## src/rtl/llc_lookup_pkg.sv

```systemverilog
// Shared types for the LLC way-lookup pipeline: per-way state encodings
// and the packed lookup result carried through the output stage.
package llc_lookup_pkg;

    // Per-way coherence state encodings seen on in_states.
    typedef enum logic [2:0] {
        ST_INVALID = 3'd0,
        ST_VALID   = 3'd1,
        ST_SD      = 3'd4
    } llc_state_e;

    // Way fields are sized for the largest supported set (256 ways);
    // the top module zero-extends into and truncates out of them.
    localparam int LLC_MAX_WAY_BITS = 8;

    typedef struct packed {
        logic [LLC_MAX_WAY_BITS-1:0] way;
        logic                        hit;
        logic                        evict;
        logic                        hit_locked;
        logic                        no_way;
        logic [LLC_MAX_WAY_BITS-1:0] evict_ptr_next;
    } llc_result_t;

endpackage

```

## src/rtl/llc_rot_pri_enc.sv

```systemverilog
// Rotating priority encoder: finds the first set bit of vec scanning
// upward from way ptr (wrapping modulo WAYS) and returns its absolute way.
module llc_rot_pri_enc #(
    parameter int WAYS     = 16,
    parameter int WAY_BITS = $clog2(WAYS)
) (
    input  logic [WAYS-1:0]     vec,
    input  logic [WAY_BITS-1:0] ptr,
    output logic [WAY_BITS-1:0] way,
    output logic                found
);

    logic [WAYS-1:0]     rot;
    logic [WAY_BITS-1:0] idx;
    logic [WAY_BITS-1:0] pos;

    // Rotate so that rotated bit r is way (r + ptr) mod WAYS, then pick the lowest set bit.
    always_comb begin
        rot = '0;
        idx = '0;
        for (int r = 0; r < WAYS; r++) begin
            idx    = WAY_BITS'(r) + ptr;
            rot[r] = vec[idx];
        end
        found = 1'b0;
        pos   = '0;
        for (int r = WAYS - 1; r >= 0; r--) begin
            if (rot[r]) begin
                found = 1'b1;
                pos   = WAY_BITS'(r);
            end
        end
    end

    // Un-rotate; the sum wraps naturally at WAY_BITS.
    assign way = pos + ptr;

endmodule

```

## src/rtl/llc_lookup_way_pipe.sv

```systemverilog
// Two-stage LLC way lookup: selects hit / empty / eviction victim for a set.
// Stage 1 registers per-way class vectors, stage 2 registers the encoded result.
// Optional build macro: LLC_LOOKUP_STATS_EN adds saturating result counters.
//
// Handshake: a transfer happens on a side exactly when its valid and ready
// are both high at a rising edge; valid never depends on ready, and while
// out_valid is high and out_ready low every out_* output is held stable.
module llc_lookup_way_pipe
    import llc_lookup_pkg::*;
#(
    parameter int WAYS       = 16,
    parameter int WAY_BITS   = $clog2(WAYS),
    parameter int TAG_BITS   = 16,
    parameter int STATE_BITS = 3
) (
    input  logic                       clk,
    input  logic                       rst,
    input  logic                       in_valid,
    output logic                       in_ready,
    input  logic [TAG_BITS-1:0]        in_tag,
    input  logic [WAYS*TAG_BITS-1:0]   in_tags,
    input  logic [WAYS*STATE_BITS-1:0] in_states,
    input  logic [WAY_BITS-1:0]        in_evict_ptr,
    input  logic [WAYS-1:0]            in_lock,
    output logic                       out_valid,
    input  logic                       out_ready,
    output logic [WAY_BITS-1:0]        out_way,
    output logic                       out_hit,
    output logic                       out_evict,
    output logic                       out_hit_locked,
    output logic                       out_no_way,
    output logic [WAY_BITS-1:0]        out_evict_ptr_next
`ifdef LLC_LOOKUP_STATS_EN
    ,
    output logic [31:0]                stat_hits,
    output logic [31:0]                stat_evicts,
    output logic [31:0]                stat_no_way
`endif
);

    localparam logic [STATE_BITS-1:0] S_INVALID = STATE_BITS'(ST_INVALID);
    localparam logic [STATE_BITS-1:0] S_VALID   = STATE_BITS'(ST_VALID);
    localparam logic [STATE_BITS-1:0] S_SD      = STATE_BITS'(ST_SD);

    // ---------------- flow control ----------------
    logic s1_valid_q, s1_valid_d;
    logic s2_valid_q, s2_valid_d;
    logic s1_adv;
    logic in_fire;

    assign s1_adv   = !s2_valid_q || out_ready;
    assign in_ready = !s1_valid_q || s1_adv;
    assign in_fire  = in_valid && in_ready;

    // ---------------- stage 1 ----------------
    logic [WAYS-1:0]     s1_hit_q,   s1_hit_d;
    logic [WAYS-1:0]     s1_empty_q, s1_empty_d;
    logic [WAYS-1:0]     s1_vld_q,   s1_vld_d;
    logic [WAYS-1:0]     s1_nsd_q,   s1_nsd_d;
    logic [WAYS-1:0]     s1_lock_q,  s1_lock_d;
    logic [WAY_BITS-1:0] s1_ptr_q,   s1_ptr_d;

    // Classify every way of the incoming set; locked ways never become empty/victim candidates.
    always_comb begin
        s1_valid_d = in_fire ? 1'b1 : (s1_adv ? 1'b0 : s1_valid_q);
        s1_hit_d   = s1_hit_q;
        s1_empty_d = s1_empty_q;
        s1_vld_d   = s1_vld_q;
        s1_nsd_d   = s1_nsd_q;
        s1_lock_d  = s1_lock_q;
        s1_ptr_d   = s1_ptr_q;
        if (in_fire) begin
            for (int i = 0; i < WAYS; i++) begin
                s1_hit_d[i]   = (in_tags[i*TAG_BITS +: TAG_BITS] == in_tag) &&
                                (in_states[i*STATE_BITS +: STATE_BITS] != S_INVALID);
                s1_empty_d[i] = (in_states[i*STATE_BITS +: STATE_BITS] == S_INVALID) && !in_lock[i];
                s1_vld_d[i]   = (in_states[i*STATE_BITS +: STATE_BITS] == S_VALID) && !in_lock[i];
                s1_nsd_d[i]   = (in_states[i*STATE_BITS +: STATE_BITS] != S_SD) && !in_lock[i];
            end
            s1_lock_d = in_lock;
            s1_ptr_d  = in_evict_ptr;
        end
    end

    // ---------------- stage 2 encode ----------------
    logic                hit_found, empty_found;
    logic [WAY_BITS-1:0] hit_way, empty_way;
    logic                vld_found, nsd_found, unl_found;
    logic [WAY_BITS-1:0] vld_way, nsd_way, unl_way;
    logic [WAY_BITS-1:0] vic_way;
    logic [WAY_BITS-1:0] vic_next;

    // Plain lowest-index priority encoders for the hit and empty classes.
    always_comb begin
        hit_found   = 1'b0;
        hit_way     = '0;
        empty_found = 1'b0;
        empty_way   = '0;
        for (int i = WAYS - 1; i >= 0; i--) begin
            if (s1_hit_q[i]) begin
                hit_found = 1'b1;
                hit_way   = WAY_BITS'(i);
            end
            if (s1_empty_q[i]) begin
                empty_found = 1'b1;
                empty_way   = WAY_BITS'(i);
            end
        end
    end

    llc_rot_pri_enc #(.WAYS(WAYS), .WAY_BITS(WAY_BITS)) u_enc_valid (
        .vec(s1_vld_q), .ptr(s1_ptr_q), .way(vld_way), .found(vld_found)
    );
    llc_rot_pri_enc #(.WAYS(WAYS), .WAY_BITS(WAY_BITS)) u_enc_notsd (
        .vec(s1_nsd_q), .ptr(s1_ptr_q), .way(nsd_way), .found(nsd_found)
    );
    llc_rot_pri_enc #(.WAYS(WAYS), .WAY_BITS(WAY_BITS)) u_enc_unlocked (
        .vec(~s1_lock_q), .ptr(s1_ptr_q), .way(unl_way), .found(unl_found)
    );

    assign vic_way  = vld_found ? vld_way : (nsd_found ? nsd_way : unl_way);
    assign vic_next = vic_way + WAY_BITS'(1);

    llc_result_t res_c;
    llc_result_t s2_res_q, s2_res_d;

    // Class priority: hit, then empty, then rotated victim, else report no way.
    always_comb begin
        res_c                = '0;
        res_c.evict_ptr_next = LLC_MAX_WAY_BITS'(s1_ptr_q);
        if (hit_found) begin
            res_c.way        = LLC_MAX_WAY_BITS'(hit_way);
            res_c.hit        = 1'b1;
            res_c.hit_locked = s1_lock_q[hit_way];
        end else if (empty_found) begin
            res_c.way = LLC_MAX_WAY_BITS'(empty_way);
        end else if (vld_found || nsd_found || unl_found) begin
            res_c.way            = LLC_MAX_WAY_BITS'(vic_way);
            res_c.evict          = 1'b1;
            res_c.evict_ptr_next = LLC_MAX_WAY_BITS'(vic_next);
        end else begin
            res_c.way    = LLC_MAX_WAY_BITS'(s1_ptr_q);
            res_c.no_way = 1'b1;
        end
    end

    // Stage 2 loads only when it is free or being drained, so a stalled result stays put.
    always_comb begin
        s2_valid_d = s1_adv ? s1_valid_q : s2_valid_q;
        s2_res_d   = (s1_adv && s1_valid_q) ? res_c : s2_res_q;
    end

    // Pipeline registers; reset drops anything in flight.
    always_ff @(posedge clk) begin
        if (rst) begin
            s1_valid_q <= 1'b0;
            s1_hit_q   <= '0;
            s1_empty_q <= '0;
            s1_vld_q   <= '0;
            s1_nsd_q   <= '0;
            s1_lock_q  <= '0;
            s1_ptr_q   <= '0;
            s2_valid_q <= 1'b0;
            s2_res_q   <= '0;
        end else begin
            s1_valid_q <= s1_valid_d;
            s1_hit_q   <= s1_hit_d;
            s1_empty_q <= s1_empty_d;
            s1_vld_q   <= s1_vld_d;
            s1_nsd_q   <= s1_nsd_d;
            s1_lock_q  <= s1_lock_d;
            s1_ptr_q   <= s1_ptr_d;
            s2_valid_q <= s2_valid_d;
            s2_res_q   <= s2_res_d;
        end
    end

    assign out_valid          = s2_valid_q;
    assign out_way            = WAY_BITS'(s2_res_q.way);
    assign out_hit            = s2_res_q.hit;
    assign out_evict          = s2_res_q.evict;
    assign out_hit_locked     = s2_res_q.hit_locked;
    assign out_no_way         = s2_res_q.no_way;
    assign out_evict_ptr_next = WAY_BITS'(s2_res_q.evict_ptr_next);

    // Upper way bits of the shared struct are zero padding for smaller sets.
    logic unused_res;
    assign unused_res = ^s2_res_q;

`ifdef LLC_LOOKUP_STATS_EN
    logic [31:0] stat_hits_q,   stat_hits_d;
    logic [31:0] stat_evicts_q, stat_evicts_d;
    logic [31:0] stat_no_way_q, stat_no_way_d;
    logic        out_fire;

    assign out_fire = s2_valid_q && out_ready;

    // Saturating counters bumped on each output transfer of the matching result.
    always_comb begin
        stat_hits_d   = stat_hits_q;
        stat_evicts_d = stat_evicts_q;
        stat_no_way_d = stat_no_way_q;
        if (out_fire && s2_res_q.hit && (stat_hits_q != '1))
            stat_hits_d = stat_hits_q + 32'd1;
        if (out_fire && s2_res_q.evict && (stat_evicts_q != '1))
            stat_evicts_d = stat_evicts_q + 32'd1;
        if (out_fire && s2_res_q.no_way && (stat_no_way_q != '1))
            stat_no_way_d = stat_no_way_q + 32'd1;
    end

    // Counter registers.
    always_ff @(posedge clk) begin
        if (rst) begin
            stat_hits_q   <= '0;
            stat_evicts_q <= '0;
            stat_no_way_q <= '0;
        end else begin
            stat_hits_q   <= stat_hits_d;
            stat_evicts_q <= stat_evicts_d;
            stat_no_way_q <= stat_no_way_d;
        end
    end

    assign stat_hits   = stat_hits_q;
    assign stat_evicts = stat_evicts_q;
    assign stat_no_way = stat_no_way_q;
`endif

endmodule

```

## config.mk

```make
export PLATFORM = sky130hd
export DESIGN_NAME = llc_lookup_way_pipe
export DESIGN_NICKNAME = d
export VERILOG_FILES = /design/src/rtl/llc_lookup_pkg.sv /design/src/rtl/llc_rot_pri_enc.sv /design/src/rtl/llc_lookup_way_pipe.sv
export SDC_FILE = /design/constraint.sdc
export NUM_CORES = 1
export LEC_CHECK = 0
export BUFFER_PORTS_ARGS = -buffer_cell sky130_fd_sc_hd__buf_4
export CAP_MARGIN = 20
export CORE_AREA = 4 4 213 194
export DETAILED_ROUTE_END_ITERATION = 10
export DIE_AREA = 0 0 217 198
export PLACE_DENSITY = 0.56
export SLEW_MARGIN = 20
export SYNTH_ARGS = -nofsm -noshare
export SYNTH_HDL_FRONTEND = slang
export SYNTH_HIERARCHICAL = 1
export SYNTH_SLANG_ARGS = --single-unit
```

## constraint.sdc

```tcl
create_clock -name clk -period 14.1 [get_ports clk]
set_input_delay 2.82 -clock clk [delete_from_list [all_inputs] [get_ports clk]]
set_output_delay 2.82 -clock clk [all_outputs]
set_load 0.1 [all_outputs]
```

* Word level (Yosys, flattened, before mapping) *
Index checks and enable logic that the tools add are counted.

word-level totals
  flip-flop bits (word level) = 98
  input port bits = 344
  output and inout bits = 14
  word-level logic and storage cells = 494

cells by class
  $add $sub $neg = 19
  order comparisons = 17
  equality and inequality tests = 48
  mux-type cells = 274
  bitwise logic cells = 1
  reduce and logical (&&, ||, !) cells = 121

operators by type and width
  kind                                                         number
  two-way mux 4 bit                                            86
  == test 16 bit                                               16
  binary-select mux 1 bit (select 4 bit)                       49
  two-way mux 1 bit                                            137
  less-than comparator 4 x 5 -> 1 bit (second input constant)  17
  logical AND 1 bit                                            66
  == test 3 x 1 -> 1 bit (second input constant)               16
  zero test 3 bit                                              16
  != test 3 bit (second input constant)                        16
  nonzero test 3 bit                                           16
  adder 4 bit (first input constant)                           8
  zero test 1 bit                                              18
  two-way mux 9 bit                                            2
  adder 3 x 4 -> 4 bit (first input constant)                  4
  NOT 16 bit                                                   1
  adder 4 bit                                                  3
  adder 2 x 4 -> 4 bit (first input constant)                  2
  adder 1 x 4 -> 4 bit (first input constant)                  1
  adder 4 x 1 -> 4 bit (second input constant)                 1
  logical OR 1 bit                                             4
  nonzero test 2 bit                                           1

* Depth between registers and ports, before layout *
  depth in word-level cells = 26
  depth in mapped cells = 23

* Modules after synthesis *
Netlist, hierarchy kept.

modules (own cells, without submodules)
  module               times used  cells an instance  area an instance (um^2)
  llc_lookup_way_pipe  1           981                7478.4
  llc_rot_pri_enc      3           113                1380.1

* Worst setup path after synthesis *
No wires, ideal clock.

  path kind = input to output
  start point = in out_ready
  end point = out in_ready
  data arrival time = 3.634 ns
  data required time = 11.280 ns
  setup slack = 7.646 ns
  cell stages on the path = 2
  path buffers = 0
  path through = nor2b_1 -> nand2_1

on the way
  longest elaborated chain between the ends = 2

RTL lines
  element             line                       text
  start: declaration  llc_lookup_way_pipe.sv:26  input logic out_ready,
  logical OR 1 bit    llc_lookup_way_pipe.sv:51  assign s1_adv = !s2_valid_q || out_ready;
  logical OR 1 bit    llc_lookup_way_pipe.sv:52  assign in_ready = !s1_valid_q || s1_adv;
  end: declaration    llc_lookup_way_pipe.sv:19  output logic in_ready,

Every way passes these cells.

* Final worst setup path *
Ends and elaborated chain as after synthesis.

==> metrics.txt <==
# TYPE chip_impl_metric gauge
chip_impl_info{name="status",value="finished, final reports clean"} 1
chip_impl_metric{name="grt_antenna_before_repair",unit=""} 6
chip_impl_metric{name="final_layout_size_suffix_gt1_share",unit="%"} 30.3
chip_impl_info{name="min_from",value="s1_lock_q[12]"} 1
chip_impl_info{name="cp-end-kind",value="output pin"} 1
chip_impl_metric{name="grt_pass1_wl",unit="microns"} 72400
chip_impl_metric{name="place_hpwl",unit="microns"} 40900
chip_impl_metric{name="worst_skew_pair.late_latency",unit="ns"} 0.36
chip_impl_metric{name="synth.top_cell.area_share",unit="%"} 16.9
chip_impl_metric{name="syn_inst",unit=""} 1320
chip_impl_metric{name="postCtsSetupRepairBufs",unit=""} 0
chip_impl_metric{name="critical_path_peak_fanout",unit=""} 5
chip_impl_info{name="tritoncts",value="built"} 1
chip_impl_metric{name="grt_start_max_net_pins",unit=""} 80
chip_impl_metric{name="overflow",unit=""} 0
chip_impl_metric{name="place_congestion",unit=""} 0.931
chip_impl_metric{name="cts_hold_repair.buffers",unit=""} 0
chip_impl_metric{name="setup-violations-final",unit=""} 0
chip_impl_metric{name="cts-htree-levels",unit=""} 3
chip_impl_info{name="crit_path_start",value="out_ready"} 1
chip_impl_metric{name="setup_total_negative_slack",unit="ns"} 0
chip_impl_metric{name="clock-sinks",unit=""} 98
chip_impl_metric{name="filler_cells",unit=""} 4013
chip_impl_metric{name="min_period_over_period",unit="%"} 45.7
chip_impl_metric{name="cts.path.max_buffers",unit=""} 2
chip_impl_metric{name="cp.arrival",unit="ns"} 3.62
chip_impl_metric{name="detail_route.drc_violations",unit=""} 0
chip_impl_info{name="rsz0062_at_grt",value="false"} 1
chip_impl_metric{name="cts-buffers-inserted",unit=""} 9
chip_impl_metric{name="clkTransAtPathRegs",unit="ns"} 0.08
chip_impl_info{name="highest_count_cells_in_the_layout_ignoring_fill_and_taps",value="365 x buf_4, 145 x xor2_1, 143 x xnor2_1"} 1
chip_impl_metric{name="multi_input_gate_area",unit="sq mm"} 0.00914
chip_impl_metric{name="die_height",unit="microns"} 198
chip_impl_metric{name="via_per_inst",unit=""} 5.28
chip_impl_info{name="critical_path_class",value="input pin to output pin"} 1
chip_impl_metric{name="timing.slew.headroom",unit="%"} 21.4
chip_impl_metric{name="port_buffers",unit=""} 357
chip_impl_metric{name="asyncSetResetFlopFracSynth",unit="%"} 0
chip_impl_info{name="top_reg_cell_synth",value="dfxtp_1"} 1
chip_impl_metric{name="postLayoutCellArea",unit="sq mm"} 0.0150
chip_impl_metric{name="yosysUniqueCellTypes",unit=""} 69
chip_impl_metric{name="finClkSkew",unit="ns"} 0.0111
chip_impl_info{name="setup.worst_path.start_class",value="input pin"} 1
chip_impl_metric{name="routed_wire_length_per_instance",unit="microns"} 23.1
chip_impl_metric{name="rows",unit=""} 69
chip_impl_metric{name="timing.final.crit_period",unit="ns"} 6.44
chip_impl_metric{name="floorplan.die.width",unit="microns"} 217
chip_impl_metric{name="syn-mean-instance-area",unit="sq um"} 8.80
chip_impl_info{name="synth_top_cell_by_area",value="dfxtp_1"} 1
chip_impl_metric{name="worst_vdd_rail_ir_drop",unit="mV"} 0.0576
chip_impl_metric{name="detailedRoute.firstIterationViolations",unit=""} 803
chip_impl_metric{name="seqCellArea",unit="sq mm"} 0.00197
chip_impl_info{name="hold_path.class",value="flop to flop"} 1
chip_impl_info{name="most_common_library_cell_in_the_layout_ignoring_fill_and_taps",value="buf_4"} 1
chip_impl_metric{name="design.final.nets",unit=""} 1991
chip_impl_metric{name="tightestPinTransition",unit="ns"} 1.17
chip_impl_metric{name="timing.final.hold_violations",unit=""} 0
chip_impl_metric{name="drv_slew",unit=""} 0
chip_impl_metric{name="area_delta_synth_final",unit="%"} 29.2
chip_impl_metric{name="initial_utilization",unit="%"} 29.6
chip_impl_metric{name="number_of_nets_in_the_synthesized_netlist",unit=""} 1698
chip_impl_metric{name="core_region_area",unit="sq mm"} 0.0392
chip_impl_metric{name="p_leak",unit="nW"} 6.00
chip_impl_metric{name="postPlaceCellArea",unit="sq mm"} 0.0147
chip_impl_metric{name="max_clock_freq",unit="MHz"} 155
chip_impl_metric{name="vias",unit=""} 11376
chip_impl_metric{name="cap_viol_max_count",unit=""} 0
chip_impl_metric{name="io_pins",unit=""} 358
chip_impl_metric{name="detailedRoute.firstPassIterationCount",unit=""} 5
chip_impl_metric{name="worst_ep_required_time",unit="ns"} 11.28
chip_impl_metric{name="grt_util_all_layers",unit="%"} 22.5
chip_impl_metric{name="finalWirelength",unit="microns"} 49800
chip_impl_metric{name="ant_nets",unit=""} 0
chip_impl_metric{name="number_of_warnings_reported_in_the_yosys_synthesis_log",unit=""} 6
chip_impl_metric{name="synth_enable_flop_cells",unit=""} 0
chip_impl_info{name="timing.rr.start",value="s1_ptr_q[0]"} 1
chip_impl_info{name="clk_root_buffer_cell",value="clkbuf_16"} 1
chip_impl_info{name="post_synth_main_area_contributors",value="dfxtp_1 17%, xor2_1 11%, xnor2_1 11%"} 1
chip_impl_metric{name="mappedNetlistArea",unit="sq mm"} 0.0116
chip_impl_metric{name="power_density",unit="mW/mm^2"} 72.0
chip_impl_metric{name="ys_seq_area_share",unit="%"} 16.9
chip_impl_metric{name="die_area",unit="sq mm"} 0.0430
chip_impl_metric{name="first_global_vias",unit=""} 11370
chip_impl_metric{name="ys_seq_elements",unit=""} 98
chip_impl_metric{name="cts.repair.resized",unit=""} 0
chip_impl_metric{name="finalCoreUtilization",unit="%"} 38.3
cell usage after synthesis, drive strengths merged, types with 3 or more instances:
| library cell | n |
|---|---|
| nor4 | 52 |
| o31a | 4 |
| ha | 31 |
| xnor2 | 146 |
| mux4 | 66 |
| nand2b | 12 |
| nor2 | 90 |
| a211oi | 22 |
| clkinv | 3 |
| a21boi | 6 |
| a21oi | 114 |
| buf | 29 |
| nor2b | 9 |
| nand3 | 35 |
| mux2i | 45 |
| or4 | 9 |
| o211a | 6 |
| nand2 | 117 |
| o21ai | 18 |
| and3 | 6 |
| dfxtp | 98 |
| xor2 | 145 |
| fa | 3 |
| clkbuf | 54 |
| nand4b | 18 |
| a22oi | 3 |
| and3b | 3 |
| o211ai | 13 |
| inv | 36 |
| a221oi | 4 |
| mux2 | 37 |
| nand4 | 36 |
| a21o | 3 |
| a2111oi | 3 |
| nor3 | 21 |
layout make-up:
class                      count  area share, %
clock buffer                  11           1.55
tap                          532           4.43
inverter                      39          0.975
sequential                    98           13.1
clock inverter                 5          0.717
antenna                        5         0.0834
multi-input combinational   1100           60.9
timing repair buffer         365           18.3
where the power goes:
part | internal (W) | leakage [nW] | switching [W]
sequential | 0.000287 | 0.799 | 0.0000126
clock | 0.000175 | 0.165 | 0.000123
combinational | 0.000224 | 5.03 | 0.000258
total | 0.000687 | 6.00 | 0.000394
path summary, 6_finish.rpt:
check / to / slack (ns) / cells past startpoint
setup / recovery: in_ready / 7.66 / 4
hold / removal: s1_lock_q[12] / 0.45 / 2
setup reg to reg: out_way[2] / 8.32 / 18
hold reg to reg: s1_lock_q[12] / 0.45 / 2
kinds of logic (layout without fill, tap and decap cells):
group           after synthesis  in the layout  synth area share (%)
simple gates                416            416                  18.6
buf+inv                     122            420                  4.57
mux                         148            148                  22.1
compound gates              211            211                  11.9
xor+xnor                    291            291                  22.1
flops                        98             98                  16.9
fa+ha+maj                    34             34                  3.86
other cells                   0              5                     0
worst max-delay path: stages:
cell	delay, ns
buf_4	0.11
nor2b_1	0.25
nand2_1	0.17
buf_4	0.27
flip-flops by register name, indices dropped and copies added, names as in the netlist:
name                flops
out_evict               1
out_evict_ptr_next      4
out_hit                 1
out_hit_locked          1
out_no_way              1
out_valid               1
out_way                 4
s1_empty_q             16
s1_hit_q               16
s1_lock_q              16
s1_nsd_q               16
s1_ptr_q                4
s1_valid_q              1
s1_vld_q               16
per-stage QoR:
| step | hold WS (ns) | power, W | std cells | setup WS [ns] |
|---|---|---|---|---|
| 4_1_cts | 0.459 | 0.00109 | 2150 | 7.67 |
| 6_report | 0.455 | 0.00108 | 2155 | 7.66 |
| 2_1_floorplan | 0.436 | 0.000615 | 1320 | 7.65 |
| 3_3_place_gp | 0.443 | 0.000779 | 2134 | 7.69 |
| 3_5_place_dp | 0.448 | 0.000785 | 2134 | 7.67 |
| 5_1_grt | 0.475 | 0.00114 | 2155 | 7.58 |
metal layers:
| layer | GRT usage, % | part of all wire, % |
|---|---|---|
| met5 | 0 | 0.040 |
| met4 | 7.65 | 3.5 |
| met3 | 5.88 | 7.2 |
| met2 | 39.0 | 49 |
| met1 | 27.2 | 40 |
No activity file was read; power rests on OpenSTA's default activity.
